[config.mk]
export PLATFORM = sky130hd
export DESIGN_NAME = axis_pe_seq
export DESIGN_NICKNAME = d
export VERILOG_FILES = /design/src/rtl/axis_pe_seq.sv
export SDC_FILE = /design/constraint.sdc
export NUM_CORES = 1
export LEC_CHECK = 0
export BUFFER_PORTS_ARGS = -buffer_cell sky130_fd_sc_hd__buf_2
export CAP_MARGIN = 5
export CORE_AREA = 2 2 155 119
export DETAILED_ROUTE_END_ITERATION = 10
export DIE_AREA = 0 0 157 121
export PLACE_DENSITY = 0.49
export RECOVER_POWER = 100
export SYNTH_ARGS = -nofsm -noshare
export SYNTH_HDL_FRONTEND = slang
export SYNTH_SLANG_ARGS = --single-unit
[constraint.sdc]
create_clock -name aclk -period 9.8 [get_ports aclk]
set_clock_uncertainty 0.15 [all_clocks]
set_input_delay 0.98 -clock aclk [delete_from_list [all_inputs] [get_ports aclk]]
set_output_delay 0.98 -clock aclk [all_outputs]
set_load 0.01 [all_outputs]
[src/rtl/axis_pe_seq.sv]
// Frame-level sequencer around the 8-bit PE multiply-accumulate.
// Each AXI-Stream input frame reduces to one output beat: bias + sum(a*b), plus the beat count.
module axis_pe_seq #(
  parameter int WIDTH     = 8,
  parameter int CNT_WIDTH = 16
) (
  input  logic                 aclk,
  input  logic                 aresetn,
  input  logic                 en,
  output logic                 s_axis_tready,
  input  logic [31:0]          s_axis_tdata,
  input  logic                 s_axis_tvalid,
  input  logic                 s_axis_tlast,
  input  logic                 m_axis_tready,
  output logic [31:0]          m_axis_tdata,
  output logic                 m_axis_tvalid,
  output logic                 m_axis_tlast,
  output logic                 busy,
  output logic [CNT_WIDTH-1:0] frames_done
);

  typedef enum logic [1:0] {IDLE, ACC, OUT} state_t;

  state_t                 state_q, state_d;
  logic [WIDTH-1:0]       acc_q, acc_d;
  logic [CNT_WIDTH-1:0]   cnt_q, cnt_d;
  logic [CNT_WIDTH-1:0]   frames_q, frames_d;
  logic [31:0]            tdata_q, tdata_d;

  logic                   s_rdy;
  logic                   s_hs;
  logic [WIDTH-1:0]       op_a, op_b, op_y, base, mac;
  logic [2*WIDTH-1:0]     prod;
  logic [CNT_WIDTH-1:0]   cnt_inc;

  assign op_a = WIDTH'(s_axis_tdata[7:0]);
  assign op_b = WIDTH'(s_axis_tdata[15:8]);
  assign op_y = WIDTH'(s_axis_tdata[23:16]);

  // The bias field seeds the accumulator only on the first beat of a frame.
  assign base    = (state_q == IDLE) ? op_y : acc_q;
  assign prod    = (2*WIDTH)'(op_a) * (2*WIDTH)'(op_b);
  assign mac     = base + prod[WIDTH-1:0];
  assign cnt_inc = (state_q == IDLE) ? CNT_WIDTH'(1)
                 : ((&cnt_q) ? cnt_q : cnt_q + CNT_WIDTH'(1));

  always_comb begin
    s_rdy = 1'b0;
    case (state_q)
      IDLE:    s_rdy = en;
      ACC:     s_rdy = 1'b1;
      default: s_rdy = 1'b0;
    endcase
  end

  assign s_hs = s_axis_tvalid && s_rdy;

  always_comb begin
    state_d  = state_q;
    acc_d    = acc_q;
    cnt_d    = cnt_q;
    frames_d = frames_q;
    tdata_d  = tdata_q;
    case (state_q)
      IDLE, ACC: begin
        if (s_hs) begin
          acc_d = mac;
          cnt_d = cnt_inc;
          if (s_axis_tlast) begin
            state_d = OUT;
            tdata_d = {16'(cnt_inc), 16'(mac)};
          end else begin
            state_d = ACC;
          end
        end
      end
      OUT: begin
        if (m_axis_tready) begin
          frames_d = frames_q + CNT_WIDTH'(1);
          state_d  = IDLE;
        end
      end
      default: state_d = IDLE;
    endcase
  end

  always_ff @(posedge aclk or negedge aresetn) begin
    if (!aresetn) begin
      state_q  <= IDLE;
      acc_q    <= '0;
      cnt_q    <= '0;
      frames_q <= '0;
      tdata_q  <= '0;
    end else begin
      state_q  <= state_d;
      acc_q    <= acc_d;
      cnt_q    <= cnt_d;
      frames_q <= frames_d;
      tdata_q  <= tdata_d;
    end
  end

  // Gated by aresetn so ready drops the instant reset asserts, even with en high.
  assign s_axis_tready = s_rdy && aresetn;
  assign m_axis_tvalid = (state_q == OUT);
  assign m_axis_tlast  = (state_q == OUT);
  assign m_axis_tdata  = tdata_q;
  assign busy          = (state_q != IDLE);
  assign frames_done   = frames_q;

endmodule

==> impl_metrics.env <==
export IMPL_outcome="finished, violations left"
export IMPL_violations="capacitance limit, slew limit"
export IMPL_die_area_sq_um=19000
export IMPL_nFillCells=1853
export IMPL_fin_ws_ps=3770
export IMPL_holdBufCountCts=0
export IMPL_cpMaxStageDelayCell="nor2_1"
export IMPL_worst_slew_pin_slew_ps=3600
export IMPL_synth_common_cells="nand2_1, dfrtp_1, inv_1, xnor2_1, o21ai_1"
export IMPL_grt_util_met3_pct=4.18
export IMPL_crit_fanout=17
export IMPL_ys_warn_count=0
export IMPL_drv_cap=2
export IMPL_synth_seq_area_share_pct=38.3
export IMPL_critPathMaxStageDelay_ps=1270
export IMPL_period_share_pct=61.6
export IMPL_grt_start_max_net_pins=68
export IMPL_drv_slew=86
export IMPL_end_kind="register"
export IMPL_yosys_top_cells_area="dfrtp_1, fa_1, nand2_1, xnor2_1, ha_1"
export IMPL_grt_pass1_wl_um=17100
export IMPL_syn_area_sq_um=4320
export IMPL_reg2reg_depth=17
export IMPL_dp_cells=753
export IMPL_place_area_sq_um=4870
export IMPL_crit_path_end="m_axis_tdata[7]"
export IMPL_p_leak_nw=2.39
export IMPL_path_cells="nor2_1, inv_1, nand2_1, nand2_1, fa_1, ha_1, ha_1, fa_1, ha_1, inv_1, fa_1, inv_1, a21o_1, a21oi_1, xnor2_4, xnor2_1, mux2_2"
export IMPL_ioPinCount=90
export IMPL_synth_edff_count=0
export IMPL_stdcell_count=768
export IMPL_grt_util_all_layers_pct=11.5
export IMPL_grt_ovfl_total=0
export IMPL_finalHoldViolCount=0
export IMPL_critPathLaunch="state_q[0]"
export IMPL_r2r_slack_ps=3770
export IMPL_cts_sinks=66
export IMPL_synth_top_family_by_area="simple AND/OR/NAND/NOR gates"
export IMPL_report_power_total_mw=1.29
export IMPL_hpwl_um=7960
export IMPL_nNetsFinal=597
export IMPL_drt_iter0_markers=208
export IMPL_fp_dieW_um=157
export IMPL_regArea_sq_um=1650
export IMPL_via_count=3291
export IMPL_drc=0
export IMPL_multi_input_area_sq_um=2380
export IMPL_synth_cell_types=55
export IMPL_hp_start="frames_done[15]"
export IMPL_ir_drop_uv=79.3
export IMPL_syn_area_per_cell_sq_um=9.51
export IMPL_max_freq_mhz=166
export IMPL_rsz0062_at_grt="false"
export IMPL_synthSimpleGateAreaFrac_pct=17.6
export IMPL_yosys_area_top_type_share_pct=38.3
export IMPL_synthCells=454
export IMPL_ant_nets=0
export IMPL_final_core_util_pct=29.3
export IMPL_place_gp_congestion=0.826
export IMPL_worstSetupPathType="reg2reg"
export IMPL_final_area_sq_um=5090
export IMPL_met1_usage_pct=16.2
export IMPL_ys_seq_elements=66
export IMPL_cts_root_buf="clkbuf_16"
export IMPL_wl_um=10500
export IMPL_yosysMostFrequentCell="nand2_1"
export IMPL_yosys_area_share_adder_pct=13.9
export IMPL_clk_pin_slew_ps=60
export IMPL_dr_pass1_iters=4
export IMPL_synth_compound_area_share_pct=9.86
export IMPL_n_antenna_cell=0
export IMPL_powerDensity_nw_per_um2=253
export IMPL_relSlewSlack_pct=-140
export IMPL_viasPerCell=4.29
export IMPL_crit_arrival_ps=6100
export IMPL_cts_path_max_buffers=2
export IMPL_hold_path_class="reg2reg"
export IMPL_grt_antenna_before_repair=0
export IMPL_fin_setup_tns_ps=0
export IMPL_h_tree_depth=3
export IMPL_yosys_area_top_type="dfrtp_1"
export IMPL_rr_endpoint="m_axis_tdata[7]"
export IMPL_wl_per_cell_um=13.7
export IMPL_place_ws_ps=4350
export IMPL_finalSetupViolations=0
export IMPL_portBuffers=73
export IMPL_gr_usage_met2_pct=17.3
export IMPL_grt_pass1_vias=3253
export IMPL_period_needed_ps=6030
export IMPL_busiest_layer="met2"
export IMPL_yosys_area_share_xor_xnor_pct=9.63
export IMPL_synthArstFlopShare_pct=100
export IMPL_rows=42
export IMPL_muxShareOfSynthArea_pct=3.71
export IMPL_die_y_um=121
export IMPL_yosys_most_used_dff="dfrtp_1"
export IMPL_drive_gt1_share_pct=12.0
export IMPL_initial_core_util_pct=24.8
export IMPL_ctsResizeCount=0
export IMPL_core_area_sq_um=17400
export IMPL_r2r_start="state_q[0]"
export IMPL_cts_tree="yes"
export IMPL_cts_made_buffers=9
export IMPL_cts_setup_buffers=0
export IMPL_clk_latency_ps=330
export IMPL_fin_hold_ws_ps=321
export IMPL_startpoint_type="register"
export IMPL_cp_required_ps=9870
export IMPL_area_growth_pct=18.1
## placed cells by master (no fill, tap or decap), drive strengths merged, types with 3 or more instances in the layout
cell / Yosys / final
nor2: 17 / 17
nand3: 10 / 10
nand4: 5 / 5
nand2: 88 / 88
clkbuf: 8 / 56
and3: 8 / 8
inv: 39 / 39
a21o: 3 / 3
a31oi: 3 / 3
and2: 13 / 13
buf: 17 / 29
conb: 1 / 8
ha: 19 / 19
dfrtp: 66 / 66
mux2: 8 / 8
xnor2: 31 / 31
o21ai: 33 / 33
mux2i: 7 / 7
nor3: 4 / 4
fa: 18 / 18
a22o: 4 / 4
xor2: 10 / 10
a21oi: 21 / 21
## critical path, delay by kind of cell, from the launching register on
kind / cells / cell delay (ps)
xor gates and xnor gates: 2 / 270
and+or+nand+nor: 3 / 1590
DFF: 1 / 410
muxes: 1 / 260
adders and majority gates: 6 / 1900
AOI/OAI and AO/OA: 2 / 600
buffers and inverters: 3 / 740
## registers in the layout (all words and copies together) (netlist names)
signal / cells
state_q: 2
acc_q: 8
frames_done: 16
m_axis_tdata: 24
cnt_q: 16
## report_power, final
| part | leakage (nW) | internal, mW | switching, mW | total (mW) |
|---|---|---|---|---|
| Clock | 0.140 | 0.201 | 0.116 | 0.317 |
| Sequential | 0.875 | 0.333 | 0.0460 | 0.379 |
| Combinational | 1.37 | 0.255 | 0.339 | 0.594 |
## worst min-delay path by stage
| stage | end | cells after the start |
|---|---|---|
| after global placement | frames_done[15] | 1 |
| after CTS | frames_done[15] | 1 |
| final | frames_done[15] | 1 |
| after global routing | acc_q[2] | 2 |
| after detailed placement | frames_done[15] | 1 |
| after floorplan | acc_q[1] | 2 |
## layout make-up
class | instances | share of cell area (%)
Sequential cell | 66 | 32.4
Inverter | 39 | 2.87
Tap cell | 242 | 5.94
Clock inverter | 5 | 1.08
Multi-Input combinational cell | 331 | 46.8
Clock buffer | 10 | 4.69
Timing Repair Buffer | 75 | 6.24
## routing by layer
layer  vias to the layer above  wire length, um
li1                       1608                -
met1                      1596             5390
met2                        77             4410
met3                        10              664
met4                         0               67
met5                         -                0
## cell families after synthesis
group / after synthesis
adder cells (fa/ha/maj): 37
AND/OR/NAND/NOR: 156
buffers and inverters: 64
other: 1
flip-flops: 66
XOR/XNOR: 42
AO/OA/AOI/OAI: 73
multiplexers: 15
No activity file was read; power rests on OpenSTA's default activity.
